--- src/rtl/deepfifo_pkg.sv ---
// Shared types and constants for the deep FIFO frame packer.
package deepfifo_pkg;

  localparam int WORD_W   = 32;
  localparam int SAMPLE_W = 16;

  localparam logic [7:0] HEADER_MAGIC  = 8'hA5;
  localparam logic [7:0] TRAILER_MAGIC = 8'h5A;

  typedef enum logic [1:0] {
    ST_IDLE    = 2'd0,
    ST_PAYLOAD = 2'd1,
    ST_DROP    = 2'd2,
    ST_TRAILER = 2'd3
  } state_e;

endpackage

--- src/rtl/deepfifo_packer.sv ---
// Packs 16-bit samples two per 32-bit word into framed writes with per-frame admission.
// Optional trailer word enabled by defining DEEPFIFO_PACKER_TRAILER_EN.
module deepfifo_packer
  import deepfifo_pkg::*;
#(
  parameter int log2_fifo_words    = 9,
  parameter int log2_frame_samples = 7,
  parameter int space_margin       = 8
) (
  input  logic                       clk,
  input  logic                       resetn,
  input  logic                       frame_start,
  input  logic                       sample_valid,
  input  logic [SAMPLE_W-1:0]        sample_data,
  output logic                       fifo_pre_wr_en,
  output logic [WORD_W-1:0]          fifo_pre_din,
  input  logic                       fifo_pre_full,
  input  logic [log2_fifo_words:0]   fifo_pre_wr_count,
  output logic [15:0]                frame_count,
  output logic [15:0]                drop_count,
  output logic                       overflow,
  output logic                       busy
);

`ifdef DEEPFIFO_PACKER_TRAILER_EN
  localparam int TRAILER_WORDS = 1;
`else
  localparam int TRAILER_WORDS = 0;
`endif
  localparam int FRAME_WORDS = (1 << (log2_frame_samples - 1)) + 1 + TRAILER_WORDS;
  localparam int FREE_W      = log2_fifo_words + 2;
  localparam int DEPTH_I     = 1 << log2_fifo_words;
  localparam logic [FREE_W-1:0] DEPTH      = FREE_W'(DEPTH_I);
  localparam logic [FREE_W-1:0] NEED_WORDS = FREE_W'(FRAME_WORDS + space_margin);
  localparam logic [log2_frame_samples-1:0] CNT_ONE  = log2_frame_samples'(1);
  localparam logic [log2_frame_samples-1:0] CNT_LAST = {log2_frame_samples{1'b1}};

  state_e                          state_q, state_d;
  logic [log2_frame_samples-1:0]   cnt_q, cnt_d;
  logic [SAMPLE_W-1:0]             low_q, low_d;
  logic [15:0]                     frame_count_q, frame_count_d;
  logic [15:0]                     drop_count_q, drop_count_d;
  logic                            overflow_q, overflow_d;
  logic                            wr_en_q, wr_en_d;
  logic [WORD_W-1:0]               din_q, din_d;
  logic                            busy_q, busy_d;

  logic [FREE_W-1:0]               free_s;
  logic                            space_ok_s;

  assign free_s     = DEPTH - {1'b0, fifo_pre_wr_count};
  assign space_ok_s = (free_s >= NEED_WORDS) && !fifo_pre_full;

  // Next-state, packing and counter logic.
  always_comb begin
    state_d       = state_q;
    cnt_d         = cnt_q;
    low_d         = low_q;
    frame_count_d = frame_count_q;
    drop_count_d  = drop_count_q;
    wr_en_d       = 1'b0;
    din_d         = din_q;
    // The FIFO sees the registered strobe, so full is judged against it.
    overflow_d    = overflow_q | (wr_en_q & fifo_pre_full);

    case (state_q)
      ST_IDLE: begin
        if (frame_start && sample_valid) begin
          frame_count_d = frame_count_q + 16'd1;
          cnt_d         = CNT_ONE;
          low_d         = sample_data;
          if (space_ok_s) begin
            state_d = ST_PAYLOAD;
            wr_en_d = 1'b1;
            din_d   = {HEADER_MAGIC, 8'(log2_frame_samples), frame_count_q};
          end else begin
            state_d = ST_DROP;
            if (drop_count_q != 16'hFFFF) drop_count_d = drop_count_q + 16'd1;
            else                          drop_count_d = drop_count_q;
          end
        end else begin
          state_d = ST_IDLE;
        end
      end
      ST_PAYLOAD, ST_DROP: begin
        if (sample_valid) begin
          cnt_d = cnt_q + CNT_ONE;
          if (cnt_q[0]) begin
            wr_en_d = (state_q == ST_PAYLOAD);
            din_d   = (state_q == ST_PAYLOAD) ? {sample_data, low_q} : din_q;
          end else begin
            low_d = sample_data;
          end
          if (cnt_q == CNT_LAST) begin
`ifdef DEEPFIFO_PACKER_TRAILER_EN
            state_d = (state_q == ST_PAYLOAD) ? ST_TRAILER : ST_IDLE;
`else
            state_d = ST_IDLE;
`endif
          end else begin
            state_d = state_q;
          end
        end else begin
          state_d = state_q;
        end
      end
      ST_TRAILER: begin
`ifdef DEEPFIFO_PACKER_TRAILER_EN
        wr_en_d = 1'b1;
        din_d   = {TRAILER_MAGIC, 8'h00, drop_count_q};
`endif
        state_d = ST_IDLE;
      end
      default: state_d = ST_IDLE;
    endcase

    busy_d = (state_d != ST_IDLE);
  end

  // State and registered outputs.
  always_ff @(posedge clk or negedge resetn) begin
    if (!resetn) begin
      state_q       <= ST_IDLE;
      cnt_q         <= '0;
      low_q         <= 16'h0000;
      frame_count_q <= 16'h0000;
      drop_count_q  <= 16'h0000;
      overflow_q    <= 1'b0;
      wr_en_q       <= 1'b0;
      din_q         <= 32'h0000_0000;
      busy_q        <= 1'b0;
    end else begin
      state_q       <= state_d;
      cnt_q         <= cnt_d;
      low_q         <= low_d;
      frame_count_q <= frame_count_d;
      drop_count_q  <= drop_count_d;
      overflow_q    <= overflow_d;
      wr_en_q       <= wr_en_d;
      din_q         <= din_d;
      busy_q        <= busy_d;
    end
  end

  assign fifo_pre_wr_en = wr_en_q;
  assign fifo_pre_din   = din_q;
  assign frame_count    = frame_count_q;
  assign drop_count     = drop_count_q;
  assign overflow       = overflow_q;
  assign busy           = busy_q;

endmodule

--- config.mk ---
export PLATFORM = sky130hd
export DESIGN_NAME = deepfifo_packer
export DESIGN_NICKNAME = d
export VERILOG_FILES = /design/src/rtl/deepfifo_pkg.sv /design/src/rtl/deepfifo_packer.sv
export SDC_FILE = /design/constraint.sdc
export NUM_CORES = 1
export LEC_CHECK = 0
export CORE_MARGIN = 5
export CORE_UTILIZATION = 64
export CTS_CLUSTER_SIZE = 8
export DETAILED_ROUTE_END_ITERATION = 16
export DONT_BUFFER_PORTS = 1
export PLACE_DENSITY_LB_ADDON = 0.08
export SYNTH_ARGS = -nofsm -noshare
export SYNTH_HDL_FRONTEND = slang
export SYNTH_SLANG_ARGS = --single-unit
--- constraint.sdc ---
create_clock -name clk -period 3 [get_ports clk]
set_input_delay 0.6 -clock clk [delete_from_list [all_inputs] [get_ports clk]]
set_output_delay 0.6 -clock clk [all_outputs]
set_load 0.005 [all_outputs]
==> impl_results.md, run 1 <==
* Outcome: finished, final reports clean
* WL/cell at 20.0 um
* Endpoints failing setup at 0
* Largest cells by area after synthesis: dfrtp_1 (48%), mux2_2 (4.0%), a22oi_1 (3.9%)
* Synthesized area per cell at 10.1 sq um
* Tot Pwr at 3.64 mW
* CTS tree: done
* Register area share after synthesis at 47.9%
* Synth Register Bits at 92
* Ys flop type: dfrtp_1
* WP data arrival at 3030 ps
* Hold_ws at 117 ps
* Core Footprint at 7290 sq um
* Grt total ovfl at 0
* Req. time, crit path at 3290 ps
* Antenna violations before repair at 0
* Nets@finish at 511
* Pre-CTS WS at -59.8 ps
* PortBufs at 0
* CTS Buf Count at 9
* Vias in the first global route at 3,549
* Site Rows at 31
* Commonest non-fill, non-tap cell in the layout: dfrtp_1
* Share of cells above drive strength 1 at 16.8%
* Non-filler instance count after layout at 575
* Relative slew slack at 59.3%
* Post-synth EDFFs at 0
* Min-delay worst type: primary input to async pin
* Post-synthesis instance area at 4810 sq um
* # diodes at 0
* Die area at 9340 sq um
* I/O pins at 98
* Post-synth top area cell: dfrtp_1
* Syn nets at 515
* Post-layout util at 71.2%
* Part of the cycle the worst path needs at 91.4%
* Final worst path period need at 2740 ps
* Sink count of the clock tree at 92
* Synth-to-Final Area Change at 8.02%
* Worst setup slack after layout at 259 ps
* Post-Syn Instances at 475
* VDD IR max at 514 uV
* DR DRC count at 0
* Yosys top cell area share at 47.9%
* Maxcap violations at 0
* Final setup skew at 11.0 ps
* Initial core utilization at 65.9%
* Synth async-reset ratio at 100%
* Design area at 5190 sq um
* Detailed Route Iter0 Violations at 204
* Max-slew violations at 0
* Post-route ant nets at 0
* Placed Cells at 558
* Htree depth at 3
* Least-Margin Pin Slew at 606 ps
* CP Max Fanout at 9
* Synth cell types at 46
* Placer Congestion at 0.861
* Critical Path Sink Type: register
* Largest net degree at the start of global routing at 93
* Die width at 96.7 um
* Dpl cell area at 4970 sq um
* Global-route wire length before repair at 18.9 mm
* WL final at 11.5 mm
* Leakage power at 2.22 nW
* CP Class: primary input to register
* CTS root buffer: clkbuf_8
* Clock Path Buffers at 2
* Final hold vios at 0
* Clock-pin slew on the worst setup and hold paths at 110 ps
* Die H at 96.7 um
* RSZ-0062 raised after global routing: false
* Clock latency on the worst-skew pair at 370 ps
* PD cells at 701 nW/um^2
* Drt via density at 6.63
* Via count at 3,810
* GRT Resource Usage Total at 24.4%
* Most frequent cells in the layout: dfrtp_1 (92), nand2_1 (46), a22oi_1 (25)
* 1st-pass router iterations at 5
* Fmax at 0.365 GHz
* Final HPWL DP at 7.65 mm
* CP startpoint kind: primary input
* Setup TNS at 0 ps
* YS warnings at 0
[logic make-up after synthesis]
logic type / synth area share [%]
AOI/OAI and AO/OA: 18.3
xor gates and xnor gates: 6.53
adders and majority gates: 2.34
buffers and inverters: 3.72
DFF: 47.9
muxes: 4.19
and+or+nand+nor: 17.0
[path summary, 6_finish.rpt]
kind                                       from          endpoint  slack, ps  depth (start not counted)
max                        fifo_pre_wr_count[1]     drop_count[8]        260                         10
min                                      resetn  fifo_pre_din[20]        120                          1
max reg2reg                          state_q[0]  fifo_pre_din[15]        620                          7
min reg2reg                            overflow          overflow        500                          1
max in group asynchronous                resetn    fifo_pre_wr_en       2500                          1
min in group clk                  fifo_pre_full          overflow        350                          1
[critical path: stages]
cell and delay, ps:
inv_12 30, ha_4 110, or4b_4 460, or3_1 370
o31ai_1 250, a21oi_1 120, or2_1 320, buf_4 200
nor4_1 390, xor2_1 180
[cell usage after synthesis (all sizes together) (3+ instances only)]
master  instances
nand2          46
nand3b          9
nor3            7
or2             3
nor4           13
o22ai          24
a21oi          24
and3           21
o221ai          9
dfrtp          92
and4            3
clkbuf         29
nor2           14
o21ai          11
mux2           17
o311a           7
buf             4
a31o           16
inv             8
nand3          23
or3             3
a22oi          25
nand4           7
xor2           19
ha              9
xnor2          16
[power by group]
part | total, mW | internal [mW] | switching, mW | leakage [nW]
registers | 1.96 | 1.56 | 0.401 | 1.18
logic | 0.850 | 0.469 | 0.381 | 0.952
clock network | 0.824 | 0.324 | 0.500 | 0.0926
total | 3.64 | 2.36 | 1.28 | 2.22
[sequential cells by signal (all words and copies together) (netlist names)]
name,flops
overflow,1
low_q,16
drop_count,16
state_q,2
cnt_q,7
fifo_pre_wr_en,1
frame_count,16
fifo_pre_din,32
busy,1
[layer usage]
metal  routed length [um]  up-vias  part of all wire [%]  global-route usage [%]
li1                     -     1768                     -                       -
met1                 4950     1864                    43                    35.9
met2                 5130      165                    45                    33.8
met3                 1200       13                    10                    8.27
met4                  202        0                   1.8                    7.67
met5                    0        -                     0                       0
[what timing repair did]
action,CTS,global route
gates resized for setup,0,0
setup buffers,0,0
hold buffers,1,0
hold endpoints to repair,92,0
setup endpoints to repair,0,0
[final cells by class]
cell class | count | area [sq um]
clock inverter | 7 | 71.3
multi-input combinational | 341 | 2350
sequential | 92 | 2300
timing repair buffer | 18 | 168
fill | 550 | 2100
inverter | 9 | 51.3
clock buffer | 9 | 124
tap | 99 | 124
No activity file was read; power rests on OpenSTA's default activity.
==> inputs of run 2 (changes only) <==
--- a/config.mk
+++ b/config.mk
@@ -6,7 +6,8 @@
 export NUM_CORES = 1
 export LEC_CHECK = 0
 export CORE_MARGIN = 5
-export CORE_UTILIZATION = 64
+export CORE_UTILIZATION = 65
+export CTS_BUF_LIST = sky130_fd_sc_hd__clkbuf_4 sky130_fd_sc_hd__clkbuf_8
 export CTS_CLUSTER_SIZE = 8
 export DETAILED_ROUTE_END_ITERATION = 16
 export DONT_BUFFER_PORTS = 1
==> impl_results.md, run 2 (synthesis gave the netlist of run 1 again) <==
* Outcome: finished, final reports clean
* Endpoints failing setup at 0
* VDD IR max at 477 uV
* Fmax at 0.362 GHz
* Setup TNS at 0 ps
* Die width at 96.0 um
* Sink count of the clock tree at 92
* Met2 wire len at 5.27 mm
* Commonest non-fill, non-tap cell in the layout: dfrtp_1
* Clock Path Buffers at 2
* Site Rows at 31
* Clock latency on the worst-skew pair at 370 ps
* Worst setup startpoint: fifo_pre_wr_count[1]
* CP Class: primary input to register
* Pre-CTS WS at -113 ps
* CTS tree: done
* Routed wl met3 at 1.04 mm
* Placer Congestion at 0.900
* Drt via density at 6.70
* Detailed Route Iter0 Violations at 305
* 1st-pass router iterations at 5
* Die area at 9210 sq um
* Dpl cell area at 4980 sq um
* Vias in the first global route at 3,579
* Setup bufs post-CTS at 0
* CP startpoint kind: primary input
* Relative slew slack at 60.1%
* CP Max Fanout at 13
* Share of cells above drive strength 1 at 17.2%
* Leakage power at 2.22 nW
* Nets@finish at 512
* Least-Margin Pin Slew at 596 ps
* Final hold vios at 0
* CTS root buffer: clkbuf_8
* GRT Resource Usage Total at 26.1%
* DR DRC count at 0
* Antenna violations before repair at 0
* Reg-to-Reg Start: state_q[0]
* Worst setup slack after layout at 237 ps
* Req. time, crit path at 3300 ps
* PortBufs at 0
* Max-slew violations at 0
* Hold_ws at 135 ps
* Maxcap violations at 0
* Number of fill cells in the layout at 553
* Most frequent cells in the layout: dfrtp_1 (92), nand2_1 (46), a22oi_1 (25)
* Design area at 5200 sq um
* # diodes at 0
* WL/cell at 20.1 um
* Core Footprint at 7210 sq um
* Min-delay worst type: primary input to async pin
* WP data arrival at 3060 ps
* Synth-to-Final Area Change at 8.31%
* WL final at 11.6 mm
* Part of the cycle the worst path needs at 92.1%
* Clock-pin slew on the worst setup and hold paths at 90 ps
* Global-route wire length before repair at 18.5 mm
* Initial core utilization at 66.6%
* Tot Pwr at 3.66 mW
* Die H at 96.0 um
* PD cells at 703 nW/um^2
* Largest register FFs at 32
* Via count at 3,860
* Final HPWL DP at 7.72 mm
* Final setup skew at 12.6 ps
* Critical Path Sink Type: register
* Htree depth at 3
* Wl on met1 at 5.09 mm
* Final worst path period need at 2760 ps
* I/O pins at 98
* Largest net degree at the start of global routing at 93
* Grt total ovfl at 0
* Post-route ant nets at 0
* RSZ-0062 raised after global routing: false
* Uppermost layer routed: met4
* CTS Buf Count at 9
run 2: final timing paths:
check	end	slack, ps	cells past startpoint
min	fifo_pre_din[16]	130	1
min reg2reg	overflow	490	1
max reg2reg	cnt_q[4]	650	10
min in group clk	overflow	350	1
max	drop_count[5]	240	10
max in group asynchronous	overflow	2520	1
run 2: per-stage QoR:
step,cells,utilization (%)
floorplan,475,-
finish,576,72.1
detailed placement,559,69.0
global placement,559,69.0
global route,576,72.1
CTS,576,72.1
run 2: cell type report:
type / instances / area [sq um] / area share [%]
flip-flops and latches: 92 / 2300 / 44.2
well taps: 99 / 124 / 2.38
inverters: 9 / 51.3 / 0.986
clock buffers: 9 / 124 / 2.38
clock inverters: 7 / 75.1 / 1.44
repair buffers: 19 / 175 / 3.37
multi-input cells: 341 / 2350 / 45.2
run 2: where the power goes:
| group | leakage (nW) | switching (mW) | internal, mW |
|---|---|---|---|
| clock network | 0.0918 | 0.458 | 0.387 |
| registers | 1.18 | 0.401 | 1.56 |
| logic | 0.955 | 0.378 | 0.473 |
| total | 2.22 | 1.24 | 2.42 |
run 2: metal layers:
metal | vias to the layer above | GRT usage (%)
li1 | 1774 | -
met1 | 1921 | 37.2
met2 | 150 | 37.5
met3 | 15 | 9.15
met4 | 0 | 7.70
met5 | - | 0
run 2: timing repair:
item,in CTS,in global routing
resized for setup,0,0
hold buffers,1,0
endpoints found under the hold margin,92,0
run 2: critical path, cell delays in order:
cell	delay (ps)
inv_12	30
ha_4	130
or4b_4	460
or3_1	370
o31ai_1	240
a21oi_1	110
or2_1	310
buf_4	210
nor4_1	410
xor2_1	180
==> inputs of run 3 (changes only) <==
--- a/config.mk
+++ b/config.mk
@@ -11,7 +11,10 @@
 export CTS_CLUSTER_SIZE = 8
 export DETAILED_ROUTE_END_ITERATION = 16
 export DONT_BUFFER_PORTS = 1
+export GPL_TIMING_DRIVEN = 1
 export PLACE_DENSITY_LB_ADDON = 0.08
+export REMOVE_ABC_BUFFERS = 1
 export SYNTH_ARGS = -nofsm -noshare
 export SYNTH_HDL_FRONTEND = slang
 export SYNTH_SLANG_ARGS = --single-unit
+export TNS_END_PERCENT = 50
==> impl_results.md, run 3 (synthesis gave the netlist of run 1 again) <==
* Worst-case reg-to-reg path depth at 6
* CTS tree: done
* CP Class: primary input to register
* Part of the cycle the worst path needs at 94.9%
* Die width at 96.0 um
* Final hold vios at 0
* Fmax at 0.351 GHz
* CTS Buf Count at 9
* DR DRC count at 0
* Multi-input logic area at 2340 sq um
* Drt via density at 6.68
* Site Rows at 31
* Die H at 96.0 um
* Placer Congestion at 0.930
* Maxcap violations at 0
* Dpl cell area at 4960 sq um
* Max stage delay on crit path at 470 ps
* Synth-to-Final Area Change at 7.76%
* Worst setup slack after layout at 154 ps
* GRT Resource Usage Total at 27.7%
* Antenna violations before repair at 0
* Vias in the first global route at 3,788
* Largest net degree at the start of global routing at 93
* Pre-CTS WS at -139 ps
* Detailed Route Iter0 Violations at 231
* Via count at 3,842
* Global-route wire length before repair at 19.5 mm
* R2R Setup Slk at 500 ps
* CP startpoint kind: primary input
* Post-route ant nets at 0
* VDD IR max at 467 uV
* Uppermost layer routed: met4
* Leakage power at 2.23 nW
* Hold_ws at 118 ps
* Req. time, crit path at 3270 ps
* Critical Path Sink Type: register
* Core Footprint at 7210 sq um
* # diodes at 0
* Setup bufs post-CTS at 0
* CTS root buffer: clkbuf_8
* Wl on met1 at 4.89 mm
* Grt total ovfl at 0
* Commonest non-fill, non-tap cell in the layout: dfrtp_1
* Nets@finish at 511
* Outcome: finished, final reports clean
* Relative slew slack at 62.6%
* Clock-pin slew on the worst setup and hold paths at 100 ps
* Min-delay worst type: primary input to async pin
* FF+latch area at 2300 sq um
* Number of fill cells in the layout at 576
* Setup TNS at 0 ps
* Sink count of the clock tree at 92
* Clock Path Buffers at 2
* Kind of cell adding the most delay to the critical path: simple AND/OR/NAND/NOR gates
* Final setup skew at 16.2 ps
* Design area at 5180 sq um
* Reg-to-Reg Start: state_q[0]
* Met2 wire len at 5.87 mm
* Crit-path slowest cell: or4b_4
* WP data arrival at 3120 ps
* Largest register FFs at 32
* Endpoints failing setup at 0
* Tot Pwr at 3.63 mW
* PD cells at 701 nW/um^2
* Final worst path period need at 2850 ps
* WL final at 12.0 mm
* Most frequent cells in the layout: dfrtp_1 (92), nand2_1 (46), a22oi_1 (25)
* Buffers & Inverters on Critical Path at 2
* CP Max Fanout at 12
* Max-slew violations at 0
* 1st-pass router iterations at 4
* Cts repair resizes at 0
* RSZ-0062 raised after global routing: false
* Die area at 9210 sq um
* I/O pins at 98
* Least-Margin Pin Slew at 559 ps
* Final HPWL DP at 7.87 mm
* PortBufs at 0
* WL/cell at 20.9 um
* Critical Path, Cell by Cell: inv_1, ha_1, or4b_4, or3_1, o31ai_1, a21oi_1, or2_1, buf_4, nor4_1, xor2_1
* Share of cells above drive strength 1 at 16.2%
* Initial core utilization at 66.6%
* Htree depth at 3
* RR Endpoint: drop_count[1]
* Routed wl met3 at 1.03 mm
* Clock latency on the worst-skew pair at 370 ps
-- run 3: changes by cell type in the layout (fill, tap and decap cells not counted) --
cell / previous run / this run
buf_12: 1 / 3
buf_4: 17 / 14
bufinv_16: 1 / 0
clkbuf_4: 0 / 1
clkbuf_8: 9 / 11
clkinv_2: 1 / 0
clkinv_4: 1 / 0
ha_1: 8 / 9
ha_4: 1 / 0
inv_1: 6 / 8
inv_12: 1 / 0
inv_6: 2 / 1
nor3_1: 6 / 7
nor3_2: 1 / 0
-- run 3: worst max-delay path by stage --
stage | startpoint | to | slack, ps | depth (start not counted)
finish | fifo_pre_wr_count[1] | drop_count[4] | 150 | 10
global route | fifo_pre_wr_count[0] | drop_count[4] | 30 | 10
CTS | fifo_pre_wr_count[1] | drop_count[4] | 150 | 10
detailed placement | fifo_pre_wr_count[1] | drop_count[4] | -140 | 10
global placement | fifo_pre_wr_count[0] | drop_count[2] | -10 | 9
floorplan | fifo_pre_wr_count[0] | fifo_pre_din[0] | -740 | 9
-- run 3: repair_timing --
item | 4_1_cts | 5_1_grt
hold buffers | 1 | 0
endpoints found under the hold margin | 92 | 0
endpoints found under the setup margin | 0 | 0
-- run 3: area by class of cell --
class | instances | share of cell area [%]
clock inverters | 4 | 0.604
well taps | 99 | 2.39
flip-flops and latches | 92 | 44.5
multi-input cells | 341 | 45.1
inverters | 9 | 0.652
repair buffers | 18 | 3.72
clock buffers | 12 | 3.07
-- run 3: per-stage QoR --
stage	cells	util [%]
2_1_floorplan	442	-
3_3_place_gp	558	68.8
3_5_place_dp	558	68.8
4_1_cts	575	71.8
5_1_grt	575	71.8
6_report	575	71.8
-- run 3: layer usage --
layer	GRT usage (%)	vias up
li1	-	1767
met1	37.6	1926
met2	43.0	129
met3	7.19	20
met4	9.83	0
met5	0	-
-- run 3: power breakdown --
group          switching [mW]  total (mW)  leakage (nW)  internal (mW)
registers               0.393        1.96          1.18           1.56
logic                   0.385       0.857         0.961          0.472
clock network           0.455       0.814        0.0887          0.359
total                    1.23        3.63          2.23           2.40
